===== src/rtl/seg_disp_ctrl.sv =====
// Seven-segment display controller: two-requester round-robin arbiter,
// double-dabble BCD engine, display formatter and minimum dwell timer.
module seg_disp_ctrl #(
    parameter int HOLD_CYC = 5_000_000
) (
    input  logic        clk,
    input  logic        rst_n,
    input  logic        disp_on,
    input  logic        a_valid,
    input  logic [13:0] a_value,
    input  logic [1:0]  a_dp,
    output logic        a_ready,
    input  logic        b_valid,
    input  logic [13:0] b_value,
    input  logic [1:0]  b_dp,
    output logic        b_ready,
    output logic [15:0] bcd,
    output logic        frac,
    output logic [3:0]  dp,
    output logic        en,
    output logic        ovf,
    output logic        busy
);

    typedef enum logic [1:0] {IDLE, CONV, FMT, HOLD} state_t;

    localparam int CW = (HOLD_CYC > 1) ? $clog2(HOLD_CYC) : 1;

    state_t        state;
    state_t        state_nxt;
    logic [CW-1:0] cnt;
    logic [3:0]    step;
    logic [29:0]   sr;
    logic [29:0]   sr_adj;
    logic          neg_q;
    logic          ovf_q;
    logic [1:0]    dp_q;
    logic          last_b;
    logic          shown;

    logic          grant_a;
    logic          grant_b;
    logic [13:0]   sel_value;
    logic [1:0]    sel_dp;
    logic [13:0]   sel_mag;
    logic          sel_ovf;
    logic [15:0]   fmt_bcd;
    logic [3:0]    fmt_dp;
    int            hi;
    int            top;

    // Contention goes to whoever was not served last
    assign grant_a = a_valid & (~b_valid | last_b);
    assign grant_b = b_valid & (~a_valid | ~last_b);

    assign sel_value = grant_b ? b_value : a_value;
    assign sel_dp    = grant_b ? b_dp : a_dp;
    assign sel_mag   = sel_value[13] ? -sel_value : sel_value;
    assign sel_ovf   = sel_value[13] &
                       ((sel_mag > 14'd999) | (sel_dp == 2'd3));

    assign busy = (state != IDLE);

    always_comb begin
        state_nxt = state;
        a_ready   = 1'b0;
        b_ready   = 1'b0;
        unique case (state)
            IDLE: begin
                a_ready = grant_a;
                b_ready = grant_b;
                if (grant_a || grant_b)
                    state_nxt = CONV;
            end
            CONV: begin
                if (step == 4'd13)
                    state_nxt = FMT;
            end
            FMT: state_nxt = HOLD;
            HOLD: begin
                if (cnt == CW'(HOLD_CYC - 1))
                    state_nxt = IDLE;
            end
            default: state_nxt = IDLE;
        endcase
    end

    // Add-3 correction on every BCD nibble before the shift
    always_comb begin
        sr_adj = sr;
        for (int i = 0; i < 4; i++) begin
            if (sr[14+4*i +: 4] >= 4'd5)
                sr_adj[14+4*i +: 4] = sr[14+4*i +: 4] + 4'd3;
        end
    end

    always_comb begin
        hi = 0;
        for (int i = 1; i < 4; i++) begin
            if (sr[14+4*i +: 4] != 4'd0)
                hi = i;
        end
        top = (int'(dp_q) > hi) ? int'(dp_q) : hi;
        fmt_bcd = '0;
        for (int i = 0; i < 4; i++) begin
            if (i <= top)
                fmt_bcd[4*i +: 4] = sr[14+4*i +: 4];
            else if (neg_q && i == top + 1)
                fmt_bcd[4*i +: 4] = 4'd11;
            else
                fmt_bcd[4*i +: 4] = 4'd10;
        end
        fmt_dp = (dp_q == 2'd0) ? 4'd0 : (4'b0001 << dp_q);
    end

    always_ff @(posedge clk or negedge rst_n) begin
        if (!rst_n)
            state <= IDLE;
        else
            state <= state_nxt;
    end

    always_ff @(posedge clk or negedge rst_n) begin
        if (!rst_n) begin
            sr     <= '0;
            step   <= '0;
            cnt    <= '0;
            neg_q  <= 1'b0;
            ovf_q  <= 1'b0;
            dp_q   <= 2'd0;
            last_b <= 1'b1;
            shown  <= 1'b0;
            bcd    <= 16'hAAAA;
            frac   <= 1'b0;
            dp     <= 4'd0;
            ovf    <= 1'b0;
            en     <= 1'b0;
        end else begin
            en <= disp_on & shown;
            unique case (state)
                IDLE: begin
                    if (a_ready || b_ready) begin
                        sr     <= {16'd0, sel_mag};
                        step   <= 4'd0;
                        neg_q  <= sel_value[13];
                        ovf_q  <= sel_ovf;
                        dp_q   <= sel_dp;
                        last_b <= b_ready;
                    end
                end
                CONV: begin
                    sr   <= sr_adj << 1;
                    step <= step + 4'd1;
                end
                FMT: begin
                    if (ovf_q) begin
                        bcd  <= 16'hBBBB;
                        frac <= 1'b0;
                        dp   <= 4'd0;
                        ovf  <= 1'b1;
                    end else begin
                        bcd  <= fmt_bcd;
                        frac <= (dp_q != 2'd0);
                        dp   <= fmt_dp;
                        ovf  <= 1'b0;
                    end
                    shown <= 1'b1;
                    cnt   <= '0;
                end
                HOLD: cnt <= cnt + CW'(1);
                default: ;
            endcase
        end
    end

endmodule


===== config.mk =====
export PLATFORM = sky130hd
export DESIGN_NAME = seg_disp_ctrl
export DESIGN_NICKNAME = d
export VERILOG_FILES = /design/src/rtl/seg_disp_ctrl.sv
export SDC_FILE = /design/constraint.sdc
export NUM_CORES = 1
export LEC_CHECK = 0
export BUFFER_PORTS_ARGS = -buffer_cell sky130_fd_sc_hd__buf_4
export CAP_MARGIN = 5
export CORE_MARGIN = 2
export CORE_UTILIZATION = 39
export DETAILED_ROUTE_END_ITERATION = 10
export PLACE_DENSITY_LB_ADDON = 0.15
export SLEW_MARGIN = 40
export SYNTH_ARGS = -nofsm -noshare
export SYNTH_HDL_FRONTEND = slang
export SYNTH_SLANG_ARGS = --single-unit

===== constraint.sdc =====
create_clock -name clk -period 5.6 [get_ports clk]
set_input_delay 1.12 -clock clk [delete_from_list [all_inputs] [get_ports clk]]
set_output_delay 1.12 -clock clk [all_outputs]
set_load 0.1 [all_outputs]

==> Yosys cells after proc, flatten, opt, wreduce, memory -nomap -nowiden <==
Index checks and enable logic that the tools add are counted.
{ "word_totals": {"register_bits": 88, "latch_bits": 0, "mem_bits_rw": 0, "romBits": 0, "wordCells": 110, "mem_count": 0} }
{ "classes": {"addsub": 8, "multipliers": 0, "n_div": 0, "n_lt_le_gt_ge": 10, "n_eq_ne": 13, "shift": 1, "muxes": 35, "bitwise": 10, "reduce_logical": 19} }
{ "op_table": {"columns": ["cell", "n"], "rows": [
  ["two-way mux 32 bit", 3],
  ["== test 3 x 32 -> 1 bit (first input constant)", 2],
  ["less-or-equal comparator 3 x 32 -> 1 bit (first input constant)", 2],
  ["one-hot mux 30 bit (2 select lines)", 1],
  ["one-hot mux 23 bit (2 select lines)", 1],
  ["two-way mux 4 bit", 10],
  ["adder 32 x 2 -> 32 bit (second input constant)", 1],
  ["== test 2 x 32 -> 1 bit (first input constant)", 1],
  ["> comparator 3 x 32 -> 1 bit", 1],
  ["less-or-equal comparator 1 x 32 -> 1 bit (first input constant)", 1],
  ["less-or-equal comparator 2 x 32 -> 1 bit (first input constant)", 1],
  ["zero test 32 bit", 1],
  ["two-way mux 30 bit", 1],
  ["two-way mux 14 bit", 2],
  ["adder 23 x 1 -> 23 bit (second input constant)", 1],
  ["== test 23 bit (second input constant)", 1],
  ["greater-or-equal comparator 4 x 3 -> 1 bit (second input constant)", 4],
  ["two-way mux 16 bit", 1],
  ["> comparator 14 x 10 -> 1 bit (second input constant)", 1],
  ["negator 14 bit", 1],
  ["adder 4 x 2 -> 4 bit (second input constant)", 3],
  ["nonzero test 4 bit", 3],
  ["two-way mux 1 bit", 9],
  ["two-way mux 2 bit", 4],
  ["19 further kinds", 40]
]} }

==> Logic depth before layout (Yosys ltp) <==
Gate-level depths: netlist of run 1.
{ "depth": {"word_depth": 12, "ltp_mapped": 13} }

==> Worst setup path after synthesis of run 1 <==
No wires, ideal clock.
{ "synth_timing": {"path_type": "input to output", "from": "in a_valid", "to": "out b_ready", "arrival_ns": 3.140, "required_ns": 4.480, "slack_ns": 1.340, "cell_stages": 5, "path_cell_list": "buf_2 -> a21bo_2 -> buf_2 -> buf_2 -> nor2_1"} }
{ "synth_via": {"elab_chain_len": 4} }
{ "synth_rtl": {"columns": ["item", "line", "rtl"], "rows": [
  ["start: declaration", "9", "input logic a_valid,"],
  ["inverter 1 bit", "54", "assign grant_b = b_valid & (~a_valid | ~last_b);"],
  ["OR 1 bit", "54", null],
  ["AND 1 bit", "54", null],
  ["two-way mux 1 bit", "68", "unique case (state)"],
  ["end: declaration", "16", "output logic b_ready,"]
]} }
No other way between the ends.

==> Worst setup path after layout of run 1 <==
{ "layout_timing": {"from": "in b_valid", "to": "reg ovf_q"} }
{ "layout_via": {"elab_chain_len": 7} }
{ "layout_rtl": {"columns": ["item", "line", "rtl"], "rows": [
  ["start: declaration", "13", "input logic b_valid,"],
  ["AND 1 bit", "54", null],
  ["two-way mux 14 bit", "56", "assign sel_value = grant_b ? b_value : a_value;"],
  ["negator 14 bit", "58", "assign sel_mag = sel_value[13] ? -sel_value : sel_value;"],
  ["two-way mux 14 bit", "58", null],
  ["> comparator 14 x 10 -> 1 bit", "60", "((sel_mag > 14'd999) | (sel_dp == 2'd3));"],
  ["OR 1 bit", "60", null],
  ["AND 1 bit", "59", "assign sel_ovf = sel_value[13] &"],
  ["end signal: assignment", "146", "ovf_q <= sel_ovf;"],
  ["end: declaration", "36", "logic ovf_q;"]
]} }
Parallel ways exist; a longest one is shown, timed or not.
A chain may end at the register's enable or synchronous reset.

==> metrics.md, run 1 <==
| Metric | Value |
|---|---|
| Final count of pins violating max slew | `0` |
| Ranking of synthesized cells by area | `sky130_fd_sc_hd__dfrtp_1 38%, sky130_fd_sc_hd__ha_1 5.4%, sky130_fd_sc_hd__o21ai_0 5.3%, sky130_fd_sc_hd__mux2i_1 5.1%, sky130_fd_sc_hd__dfstp_2 4.6%` |
| Via count of the first global-routing pass | `slightly above 4000` |
| Power density relative to cell area | `571 mW/mm^2` |
| Sink count of the clock tree | `87` |
| Total clock buffers created by CTS | `9` |
| Startpoint types | `input port` |
| Result of the run | `complete, no violations` |
| Count of mapped cells out of synthesis | `568` |
| H-tree depth reported by CTS | `3` |
| Antenna Violating Nets Remaining | `0` |
| First-pass GRT wire length | `20100 um` |
| Count of warnings emitted by yosys | `0` |
| Die Y | `119 um` |
| Filler Cell Count | `between 1000 and 1500` |
| Clock tree from TritonCTS | `built` |
| Type of the worst min-delay path | `flop to flop` |
| Library cell with the largest summed area after synthesis | `sky130_fd_sc_hd__dfrtp_1` |
| Total negative slack for setup checks | `0 ps` |
| Row Count | `41` |
| Total of cells resized after clock tree synthesis | `0` |
| GRT Util Overall | `0.174` |
| Share of the yosys chip area belonging to registers | `0.427` |
| Initial antenna violation count | `0` |
| Number of synthesized flops with an enable pin | `0` |
| Top achievable clock speed | `between 200 and 300 MHz` |
| Data arrival at the endpoint of the critical path | `3610 ps` |
| Total of flip-flops plus latches after synthesis | `87` |
| Actual slew at the worst max-slew pin | `702 ps` |
| Maximum number of pins on one net before global-route repair | `58` |
| Post-Synthesis Mean Instance Area | `9.03 um^2` |
| Total half-perimeter wirelength after legalization and detailed placement | `about 8300 um` |
| Clock tree skew after final layout | `8.82 ps` |
| Number of vias in the routed layout | `4229` |
| Worst Hold Margin | `around 460 ps` |
| Peak supply drop | `281 uV` |
| Signed area change from the synthesized netlist to the final layout | `18.3%` |
| Worst setup path class | `input port to flop` |
| Area of the mapped netlist | `0.00513 mm^2` |
| Share of synthesized registers carrying an async set or reset | `1.00` |
| Core ar. | `0.0127 mm^2` |
| Sort of element at the end of the critical path | `flop` |
| Top-level port count | `63` |
| Clock latency on the worst-skew pair | `350 ps` |
| First DRT Iteration DRCs | `229` |
| Min Clock Period, post-route | `3390 ps` |
| Fraction of layout instances using a drive strength above 1 | `0.169` |
| Nets | `681` |
| Synthesized Nets | `627` |
| Total setup violations reported at the end of the flow | `0` |
| Clock-pin slew on the worst setup and hold paths | `60 ps` |
| Last weighted congestion value of the routability-driven placer | `0.896` |
| Worst Path Required | `5830 ps` |
| Static Leakage | `2.64 nW` |
| Maximum root-to-sink buffer count | `2` |
| Worst slew margin relative to its limit | `0.518` |
| Horiz. Die Dim | `119 um` |
| Number of unique standard cell types used by synthesis | `56` |
| Unrepaired setup endpoints after global routing | `no` |
| Largest fanout on the critical path | `24` |
| Final critical-path share of the clock period | `0.605` |
| Share of Yosys cell area claimed by the top area cell type | `0.381` |
| Per-cell routed wire length | `approximately 15 um` |
| Vias per inst | `5.29` |
| Number of buffers inserted by hold repair at cts | `0` |
| Remaining design rule violation count | `0` |
| WL final | `between 10000 and 15000 um` |
| Most common flop cell mapped by yosys | `sky130_fd_sc_hd__dfrtp_1` |
| Postcts setup bufs | `0` |
| Final hold violation count | `0` |
| Area of the multi-input gates | `0.00274 mm^2` |
| Max-capacitance violation count | `0` |
| Starting density of the core | `0.403` |
| Area taken by flip-flops and latches | `0.00219 mm^2` |
| Count of buffers inserted at the top-level ports | `61` |
| Final antenna diode count | `0` |
| Total overflow reported by the global router | `0` |
| Router iterations before antenna repair | `4` |
| Root cell of the clock tree | `sky130_fd_sc_hd__clkbuf_16` |
| Area of the die | `0.0141 mm^2` |
## cell type report
cell class / instances / share of cell area
Sequential cell: 87 / 0.361
Timing Repair Buffer: 66 / 0.0837
Clock inverter: 3 / 0.00701
Tap cell: 172 / 0.0355
Clock buffer: 13 / 0.0429
Inverter: 29 / 0.0179
Multi-Input combinational cell: 429 / 0.452
## cell usage after synthesis (8+ instances only)
| cell | number |
|---|---|
| sky130_fd_sc_hd__ha_1 | 22 |
| sky130_fd_sc_hd__nor2_1 | 39 |
| sky130_fd_sc_hd__mux2i_1 | 26 |
| sky130_fd_sc_hd__nand3_1 | 27 |
| sky130_fd_sc_hd__dfrtp_1 | 78 |
| sky130_fd_sc_hd__nand2b_1 | 13 |
| sky130_fd_sc_hd__inv_1 | 29 |
| sky130_fd_sc_hd__xnor2_1 | 12 |
| sky130_fd_sc_hd__o21ai_0 | 54 |
| sky130_fd_sc_hd__clkbuf_1 | 15 |
| sky130_fd_sc_hd__nor3_1 | 21 |
| sky130_fd_sc_hd__a21oi_1 | 30 |
| sky130_fd_sc_hd__o31ai_1 | 8 |
| sky130_fd_sc_hd__dfstp_2 | 9 |
| sky130_fd_sc_hd__xor2_1 | 13 |
| sky130_fd_sc_hd__nand2_1 | 62 |
## sequential cells by signal (all words and copies together), names as in the netlist
name	cells
bcd	16
cnt	23
dp	3
dp_q	2
en	1
frac	1
last_b	1
neg_q	1
ovf	1
ovf_q	1
shown	1
sr	30
state	2
step	4
## worst paths after layout
kind / startpoint / endpoint / slack (ps) / cells past startpoint
worst max-delay path: b_valid / ovf_q / 2210 / 11
worst min-delay path: shown / shown / 460 / 1
worst max register to register: sr[22] / bcd[4] / 2350 / 11
worst min register to register: shown / shown / 460 / 1
max in group asynchronous: rst_n / bcd[13] / 3940 / 3
min in group asynchronous: rst_n / cnt[8] / 700 / 1
## per-stage QoR
step	instances	total power [mW]	worst slack, ps	instance area (um^2)	util
2_1_floorplan	568	2.43	1340	5130	-
3_3_place_gp	782	2.83	1980	5740	0.451
3_5_place_dp	782	2.87	1880	5740	0.452
4_1_cts	798	3.49	2240	6050	0.475
5_1_grt	799	3.72	1930	6070	0.477
6_report	799	3.47	2210	6070	0.477
## cell families after synthesis
| logic type | count (synthesis) | synth area share |
|---|---|---|
| buf+inv | 52 | 0.0403 |
| compound gates | 144 | 0.178 |
| flops | 87 | 0.427 |
| simple gates | 205 | 0.194 |
| xor+xnor | 25 | 0.0427 |
| mux | 32 | 0.0639 |
| other cells | 1 | 0.000731 |
| fa+ha+maj | 22 | 0.0537 |
## where the power goes
| part | internal [mW] | switching, mW | leakage [nW] |
|---|---|---|---|
| clock network | 0.370 | 0.239 | 0.146 |
| logic | 0.600 | 1.27 | 1.38 |
| registers | 0.832 | 0.156 | 1.12 |
| total | 1.80 | 1.66 | 2.64 |
## per-layer routing
metal | part of all wire | routed length (um) | track usage | up-vias
met5 | 0 | 0 | 0 | -
met4 | 0.017 | 201 | 0.0640 | 0
met3 | 0.037 | 437 | 0.0343 | 13
met2 | 0.44 | 5160 | 0.267 | 79
met1 | 0.50 | 5860 | 0.244 | 1998
li1 | - | - | - | 2139
## worst max-delay path, cell delays in order
cell                       delay, ps
sky130_fd_sc_hd__buf_4           130
sky130_fd_sc_hd__a21bo_2         560
sky130_fd_sc_hd__mux2i_1         320
sky130_fd_sc_hd__ha_1            280
sky130_fd_sc_hd__nand2b_1        100
sky130_fd_sc_hd__nor4_1          270
sky130_fd_sc_hd__a22o_1          260
sky130_fd_sc_hd__nand3_1          90
sky130_fd_sc_hd__a21oi_1         140
sky130_fd_sc_hd__nor2_1           60
sky130_fd_sc_hd__o31a_1          270
## placed cells by master, fill, tap and decap left out, types with 8 or more instances in the layout
cell                        synthesis  final
sky130_fd_sc_hd__a21oi_1           30     30
sky130_fd_sc_hd__buf_4              2     65
sky130_fd_sc_hd__clkbuf_16          0      9
sky130_fd_sc_hd__dfrtp_1           78     78
sky130_fd_sc_hd__dfstp_2            9      9
sky130_fd_sc_hd__ha_1              22     22
sky130_fd_sc_hd__inv_1             29     29
sky130_fd_sc_hd__mux2i_1           26     26
sky130_fd_sc_hd__nand2_1           62     62
sky130_fd_sc_hd__nand2b_1          13     13
sky130_fd_sc_hd__nand3_1           27     27
sky130_fd_sc_hd__nor2_1            39     38
sky130_fd_sc_hd__nor3_1            21     21
sky130_fd_sc_hd__o21ai_0           54     54
sky130_fd_sc_hd__o31ai_1            8      8
sky130_fd_sc_hd__xnor2_1           12     12
sky130_fd_sc_hd__xor2_1            13     13
Note: power is estimated with default switching activity, not from simulation.
==> run 2: changes to the inputs <==
--- a/config.mk
+++ b/config.mk
@@ -5,6 +5,7 @@
 export SDC_FILE = /design/constraint.sdc
 export NUM_CORES = 1
 export LEC_CHECK = 0
+export ABC_AREA = 1
 export BUFFER_PORTS_ARGS = -buffer_cell sky130_fd_sc_hd__buf_4
 export CAP_MARGIN = 5
 export CORE_MARGIN = 2
==> constraint.sdc (replaced) <==
create_clock -name clk -period 2.92 [get_ports clk]
set_input_delay 0.584 -clock clk [delete_from_list [all_inputs] [get_ports clk]]
set_output_delay 0.584 -clock clk [all_outputs]
set_load 0.1 [all_outputs]
==> metrics.md, run 2 <==
| Metric | Value |
|---|---|
| Horiz. Die Dim | `120 um (+0.82%)` |
| Initial antenna violation count | `0 (unchanged)` |
| Commonest cells in the netlist | `147 x sky130_fd_sc_hd__nand2_1, 105 x sky130_fd_sc_hd__inv_1, 78 x sky130_fd_sc_hd__dfrtp_1, 58 x sky130_fd_sc_hd__nor2_1, 55 x sky130_fd_sc_hd__o21ai_0` |
| GRT Util Overall | `0.186 (+0.0122)` |
| Nets | `813 (+19%)` |
| Startpoint types | `flop` |
| Sort of element at the end of the critical path | `flop` |
| Number of buffers inserted by hold repair at cts | `0 (unchanged)` |
| Router iterations before antenna repair | `5 (+1)` |
| Number of synthesized flops with an enable pin | `0 (unchanged)` |
| Top-level port count | `63 (unchanged)` |
| Count of mapped cells out of synthesis | `691 (+22%)` |
| Actual slew at the worst max-slew pin | `708 ps (+6.02 ps)` |
| Post-Synthesis Mean Instance Area | `7.55 um^2 (-16%)` |
| Final hold violation count | `0 (unchanged)` |
| Worst Hold Margin | `214 ps (-244 ps)` |
| Final critical-path share of the clock period | `0.902` |
| Area taken by flip-flops and latches | `0.00219 mm^2 (unchanged)` |
| Signed area change from the synthesized netlist to the final layout | `18.3% (about the same)` |
| Most common flop cell mapped by yosys | `sky130_fd_sc_hd__dfrtp_1` |
| Worst slew margin relative to its limit | `0.527 (+0.00823)` |
| Total of flip-flops plus latches after synthesis | `87 (unchanged)` |
| Share of Yosys cell area claimed by the top area cell type | `0.374 (-0.00639)` |
| Total clock buffers created by CTS | `9 (unchanged)` |
| Largest registers ranked by flip-flop count | `sr: 30 flops, cnt: 23 flops, bcd: 16 flops` |
| Row Count | `42 (+2.4%)` |
| Area of the multi-input gates | `0.00252 mm^2 (-8.2%)` |
| Largest fanout on the critical path | `5 (-79%)` |
| Ranking of synthesized cells by area | `sky130_fd_sc_hd__dfrtp_1 37%, sky130_fd_sc_hd__nand2_1 11%, sky130_fd_sc_hd__inv_1 7.6%, sky130_fd_sc_hd__ha_1 5.3%, sky130_fd_sc_hd__o21ai_0 5.3%` |
| Clock-pin slew on the worst setup and hold paths | `60 ps (about the same)` |
| Static Leakage | `3.20 nW (+21%)` |
| Power density relative to cell area | `427 mW/mm^2 (-25%)` |
| Peak supply drop | `267 uV (-5.0%)` |
| Count of buffers inserted at the top-level ports | `61 (unchanged)` |
| Register name with the most flops | `sr` |
| Count of warnings emitted by yosys | `0 (unchanged)` |
| Root cell of the clock tree | `sky130_fd_sc_hd__clkbuf_16` |
| WL final | `12600 um (+8.5%)` |
| Maximum root-to-sink buffer count | `2 (unchanged)` |
| Maximum number of pins on one net before global-route repair | `44 (-24%)` |
| Max-capacitance violation count | `0 (unchanged)` |
| Data arrival at the endpoint of the critical path | `2870 ps (-740 ps)` |
| Core ar. | `0.0131 mm^2 (+3.3%)` |
| Final count of pins violating max slew | `0 (unchanged)` |
| First DRT Iteration DRCs | `228 (-0.44%)` |
| Clock tree skew after final layout | `8.61 ps (-0.216 ps)` |
| Via count of the first global-routing pass | `4506 (+8.6%)` |
| Total negative slack for setup checks | `0 ps (unchanged)` |
| Share of synthesized registers carrying an async set or reset | `1.00 (unchanged)` |
| Number of vias in the routed layout | `4761 (+13%)` |
| Antenna Violating Nets Remaining | `0 (unchanged)` |
| Clock latency on the worst-skew pair | `350 ps (about the same)` |
| Longest individual stage delay on the worst path | `410 ps (-150 ps)` |
| Most used standard cell by instance count after synthesis | `sky130_fd_sc_hd__nand2_1` |
| Last weighted congestion value of the routability-driven placer | `0.883 (-1.4%)` |
| Die Y | `120 um (+0.82%)` |
| Worst Path Required | `3160 ps (-2670 ps)` |
| Largest register FFs | `30 (unchanged)` |
| Per-cell routed wire length | `13.5 um (-7.3%)` |
| Starting density of the core | `0.397 (-0.00608)` |
| Filler Cell Count | `1287 (+3.0%)` |
| Slowest stage cell, crit path | `sky130_fd_sc_hd__dfrtp_1` |
| Area of the die | `0.0143 mm^2 (+1.6%)` |
| Leading cell type in the layout, fill and taps excluded | `sky130_fd_sc_hd__nand2_1` |
| Top achievable clock speed | `roughly 380 MHz` |
| List of cells traversed by the critical path | `inv_1 > ha_1 > inv_1 > nor2_1 > nand2_1 > nor4_2 > ha_1 > nor2_1 > o22ai_1 > or2_2 > nand2_1 > nand2_1 > nand2_1 > o21ai_0 > o22ai_1 > inv_1` |
| Share of the yosys chip area belonging to registers | `0.420 (-0.00716)` |
| Vias per inst | `5.09 (-3.8%)` |
| Total setup violations reported at the end of the flow | `0 (unchanged)` |
| First-pass GRT wire length | `21500 um (+7.1%)` |
| Final antenna diode count | `0 (unchanged)` |
| Worst setup path class | `flop to flop` |
| Total overflow reported by the global router | `0 (unchanged)` |
| Total half-perimeter wirelength after legalization and detailed placement | `9310 um (+13%)` |
| Clock tree from TritonCTS | `built` |
| Most frequent cells in the layout | `147 x sky130_fd_sc_hd__nand2_1, 105 x sky130_fd_sc_hd__inv_1, 78 x sky130_fd_sc_hd__dfrtp_1, 72 x sky130_fd_sc_hd__buf_4, 57 x sky130_fd_sc_hd__nor2_1` |
| Unrepaired setup endpoints after global routing | `no` |
| Result of the run | `complete, no violations` |
| Library cell with the largest summed area after synthesis | `sky130_fd_sc_hd__dfrtp_1` |
| Type of the worst min-delay path | `input port to asynchronous set/reset pin` |
| Number of unique standard cell types used by synthesis | `40 (-29%)` |
| Sink count of the clock tree | `87 (unchanged)` |
| Synthesized Nets | `750 (+20%)` |
| Area of the mapped netlist | `0.00522 mm^2 (+1.7%)` |
| Cell type with the highest occurrence count on the critical path | `sky130_fd_sc_hd__nand2_1` |
| H-tree depth reported by CTS | `3 (unchanged)` |
| Fraction of layout instances using a drive strength above 1 | `0.171 (+0.00222)` |
| Min Clock Period, post-route | `2630 ps` |
| Remaining design rule violation count | `0 (unchanged)` |
==> run 2: changes by cell type after synthesis, moves of 10 or more <==
| cell | delta |
|---|---|
| sky130_fd_sc_hd__nand2_2 | +17 |
| sky130_fd_sc_hd__nor2_1 | +19 |
| sky130_fd_sc_hd__nand2b_1 | -13 |
| sky130_fd_sc_hd__xnor2_1 | -12 |
| sky130_fd_sc_hd__nand3_1 | +17 |
| sky130_fd_sc_hd__nand3b_1 | +10 |
| sky130_fd_sc_hd__a21oi_1 | +11 |
| sky130_fd_sc_hd__mux2i_1 | -24 |
| sky130_fd_sc_hd__inv_1 | +76 |
| sky130_fd_sc_hd__nor3_1 | -12 |
| sky130_fd_sc_hd__nand2_1 | +85 |
==> run 2: area by class of cell <==
class / instances / area share
tap: 176 / 0.0357
timing repair buffer: 72 / 0.0876
clock buffer: 11 / 0.0377
sequential: 87 / 0.355
multi-input combinational: 475 / 0.408
clock inverter: 5 / 0.00993
inverter: 109 / 0.0663
==> run 2: repair_timing <==
| item | in CTS | in global routing |
|---|---|---|
| endpoints found under the setup margin | 0 | 1 |
| buffers inserted | 0 | 0 |
| hold endpoints to repair | 0 | 0 |
| resized for setup | 0 | 1 |
==> run 2: cells by family (layout without fill, tap and decap cells) <==
logic type	after synthesis	in the layout	share of synthesized area
multiplexers	2	2	0.00384
other	1	1	0.000719
buffers and inverters	129	197	0.100
AND/OR/NAND/NOR	306	306	0.262
flip-flops	87	87	0.420
XOR/XNOR	4	4	0.00672
adder cells (fa/ha/maj)	22	22	0.0528
AO/OA/AOI/OAI	140	140	0.155
==> run 2: worst paths after layout <==
path	startpoint	endpoint	slack [ps]	cells after the start
worst max-delay path	sr[26]	bcd[4]	290	16
worst min-delay path	rst_n	cnt[9]	210	1
worst max register to register	sr[26]	bcd[4]	290	16
worst min register to register	shown	en	470	2
max in group asynchronous	rst_n	bcd[3]	1990	2
min in group clk	disp_on	en	430	3
==> run 2: worst max-delay path, delay by kind of cell, from the launching register on <==
| family | cells | cell delay [ps] |
|---|---|---|
| AO/OA/AOI/OAI | 3 | 260 |
| adder cells (fa/ha/maj) | 2 | 480 |
| buffers and inverters | 3 | 220 |
| flip-flops | 1 | 410 |
| AND/OR/NAND/NOR | 8 | 1140 |
==> run 2: where the power goes <==
part           leakage, nW  internal [mW]  switching (mW)
logic                 1.93         0.0920           0.156
registers             1.14           1.22         0.00833
clock network        0.132          0.665           0.496
==> run 2: through the flow <==
step | utilization | instances | instance area [um^2] | worst slack, ps | total power [mW]
2_1_floorplan | - | 691 | 5220 | 105 | 1.40
3_3_place_gp | 0.447 | 919 | 5870 | 364 | 1.49
3_5_place_dp | 0.447 | 919 | 5870 | 264 | 1.50
4_1_cts | 0.469 | 935 | 6170 | 251 | 2.66
5_1_grt | 0.470 | 935 | 6170 | 30.0 | 2.74
6_report | 0.470 | 935 | 6170 | 286 | 2.63
==> run 2: metal layers <==
metal  share of wire  routed length [um]  track usage
met3           0.042                 525       0.0371
met1            0.47                5940        0.250
met2            0.48                6020        0.306
met4           0.013                 161       0.0566
met5               0                   0            0
==> run 3: changes to the inputs <==
--- a/config.mk
+++ b/config.mk
@@ -12,6 +12,7 @@
 export CORE_UTILIZATION = 39
 export DETAILED_ROUTE_END_ITERATION = 10
 export PLACE_DENSITY_LB_ADDON = 0.15
+export SETUP_SLACK_MARGIN = 0.4
 export SLEW_MARGIN = 40
 export SYNTH_ARGS = -nofsm -noshare
 export SYNTH_HDL_FRONTEND = slang
==> metrics.md, run 3 (same netlist as run 2, synthesis figures left out) <==
| Metric | Value |
|---|---|
| Number of vias in the routed layout | `4739 (-0.46%)` |
| Final antenna diode count | `0 (unchanged)` |
| Count of buffers inserted at the top-level ports | `61 (unchanged)` |
| Total half-perimeter wirelength after legalization and detailed placement | `9160 um (-1.6%)` |
| Power density relative to cell area | `422 mW/mm^2 (-1.0%)` |
| Startpoint types | `flop` |
| Top achievable clock speed | `412 MHz (+8.5%)` |
| Most Used Layer, Global Route | `met2` |
| Signed area change from the synthesized netlist to the final layout | `21.1%` |
| Sort of element at the end of the critical path | `flop` |
| Last weighted congestion value of the routability-driven placer | `0.866 (-2.0%)` |
| Peak supply drop | `256 uV (-4.1%)` |
| Area of the die | `0.0143 mm^2 (unchanged)` |
| Most frequent cells in the layout | `143 x sky130_fd_sc_hd__nand2_1, 96 x sky130_fd_sc_hd__inv_1, 78 x sky130_fd_sc_hd__dfrtp_1, 72 x sky130_fd_sc_hd__buf_4, 52 x sky130_fd_sc_hd__nor2_1` |
| H-tree depth reported by CTS | `3 (unchanged)` |
| Final critical-path share of the clock period | `0.831 (-0.0709)` |
| Largest registers ranked by flip-flop count | `sr: 30 flops, cnt: 23 flops, bcd: 16 flops` |
| First DRT Iteration DRCs | `319 (+40%)` |
| Longest individual stage delay on the worst path | `410 ps (about the same)` |
| Fraction of layout instances using a drive strength above 1 | `0.204 (+0.0324)` |
| List of cells traversed by the critical path | `inv_2 > ha_1 > inv_1 > nor2_2 > nand2_1 > a21oi_2 > inv_1 > ha_1 > inv_1 > o22ai_1 > or2_4 > nand2_4 > nor2_2 > inv_1 > o32ai_1 > inv_1` |
| Per-cell routed wire length | `13.6 um (+0.28%)` |
| Top-level port count | `63 (unchanged)` |
| Worst slew margin relative to its limit | `0.645 (+0.118)` |
| Total negative slack for setup checks | `0 ps (unchanged)` |
| Clock latency on the worst-skew pair | `350 ps (about the same)` |
| Met3 track demand over resource | `0.0380 (+0.000951)` |
| Final hold violation count | `0 (unchanged)` |
| Worst Path Required | `3200 ps (+40 ps)` |
| Nets | `815 (+0.25%)` |
| Final Util | `0.481 (+0.0109)` |
| Clock-pin slew on the worst setup and hold paths | `70 ps (about the same)` |
| Via count of the first global-routing pass | `4648 (+3.2%)` |
| Die Y | `120 um (unchanged)` |
| Total overflow reported by the global router | `0 (unchanged)` |
| Actual slew at the worst max-slew pin | `533 ps (-176 ps)` |
| Clock tree from TritonCTS | `built` |
| Register name with the most flops | `sr` |
| Row Count | `42 (unchanged)` |
| Root cell of the clock tree | `sky130_fd_sc_hd__clkbuf_16` |
| Min Clock Period, post-route | `2430 ps (-207 ps)` |
| Clock tree skew after final layout | `6.34 ps (-2.27 ps)` |
| Worst setup path class | `flop to flop` |
| GRT Util Overall | `0.188 (+0.00191)` |
| Total setup violations reported at the end of the flow | `0 (unchanged)` |
| First-pass GRT wire length | `22000 um (+2.0%)` |
| Sum of buffers and inverters on the critical path | `6 (+3)` |
| Remaining design rule violation count | `0 (unchanged)` |
| Post-route total power | `2.67 mW (+1.3%)` |
| Result of the run | `complete, no violations` |
| Data arrival at the endpoint of the critical path | `2700 ps (-170 ps)` |
| Cell total after placement | `916 (-0.33%)` |
| Cell family contributing the most delay on the critical path | `simple AND/OR/NAND/NOR gates` |
| Vias per inst | `5.06 (-0.67%)` |
| Router iterations before antenna repair | `5 (unchanged)` |
| Largest fanout on the critical path | `4 (-1)` |
| Slowest stage cell, crit path | `sky130_fd_sc_hd__dfrtp_1` |
| Maximum root-to-sink buffer count | `2 (unchanged)` |
| Met2 GRT Util | `0.323 (+0.0171)` |
| Unrepaired setup endpoints after global routing | `yes` |
| Sink count of the clock tree | `87 (unchanged)` |
| Core ar. | `0.0131 mm^2 (unchanged)` |
| Maximum number of pins on one net before global-route repair | `49 (+11%)` |
| Static Leakage | `3.24 nW (+1.2%)` |
| Largest register FFs | `30 (unchanged)` |
| Total clock buffers created by CTS | `9 (unchanged)` |
| Cell type with the highest occurrence count on the critical path | `sky130_fd_sc_hd__inv_1` |
| Post-layout instance count excluding filler cells | `937 (+0.21%)` |
| Initial antenna violation count | `0 (unchanged)` |
| Type of the worst min-delay path | `input port to asynchronous set/reset pin` |
| Fraction of met1 tracks used by global routing | `0.241 (-0.00880)` |
| Antenna Violating Nets Remaining | `0 (unchanged)` |
| Final count of pins violating max slew | `0 (unchanged)` |
| Max-capacitance violation count | `0 (unchanged)` |
| Horiz. Die Dim | `120 um (unchanged)` |
| Leading cell type in the layout, fill and taps excluded | `sky130_fd_sc_hd__nand2_1` |
| WL final | `12700 um (+0.49%)` |
| Starting density of the core | `0.397 (unchanged)` |
==> run 3: changes by cell type in the layout (fill, tap and decap cells not counted), moves of 4 or more <==
cell	change
sky130_fd_sc_hd__inv_1	-9
sky130_fd_sc_hd__inv_2	+7
sky130_fd_sc_hd__nand2_1	-4
sky130_fd_sc_hd__nor2_1	-5
sky130_fd_sc_hd__nor2_2	+5
sky130_fd_sc_hd__o21ai_0	-4
sky130_fd_sc_hd__o21ai_1	+4
==> run 3: area by class of cell <==
class                   count  area, um^2
clock buffers               9         225
clock inverters             7        81.3
fillers                  1307        6820
inverters                 109         415
multi-input cells         476        2620
flip-flops and latches     87        2190
well taps                 176         220
repair buffers             73         561
==> run 3: per-layer routing <==
metal / share of wire / routed length (um)
met3: 0.043 / 542
met4: 0.014 / 178
met2: 0.49 / 6260
met5: 0 / 0
met1: 0.45 / 5730
==> run 3: what timing repair did <==
item	in CTS	in global routing
endpoints found under the hold margin	0	0
setup endpoints to repair	5	16
pin swaps	5	8
cloned	0	1
hold buffers	0	0
gates resized for setup	10	12
setup buffers	1	3
==> run 3: power breakdown <==
group / internal, mW / total [mW] / switching, mW / leakage [nW]
Combinational: 0.0984 / 0.260 / 0.162 / 1.95
Sequential: 1.22 / 1.22 / 0.00946 / 1.14
Clock: 0.673 / 1.18 / 0.508 / 0.147
==> run 3: final timing paths <==
check | startpoint | end | slack [ps] | cells past startpoint
worst max-delay path | sr[18] | bcd[15] | 490 | 16
worst min-delay path | rst_n | cnt[5] | 210 | 1
worst max register to register | sr[18] | bcd[15] | 490 | 16
worst min register to register | shown | en | 460 | 2
max in group asynchronous | rst_n | bcd[7] | 2010 | 2
min in group clk | disp_on | en | 420 | 3
==> run 3: through the flow <==
step	area (um^2)	hold slack, ps	setup WS, ps
6_report	6310	213	493
5_1_grt	6310	253	281
3_3_place_gp	5900	454	350
3_5_place_dp	5900	443	264
2_1_floorplan	5260	288	258
4_1_cts	6230	232	407
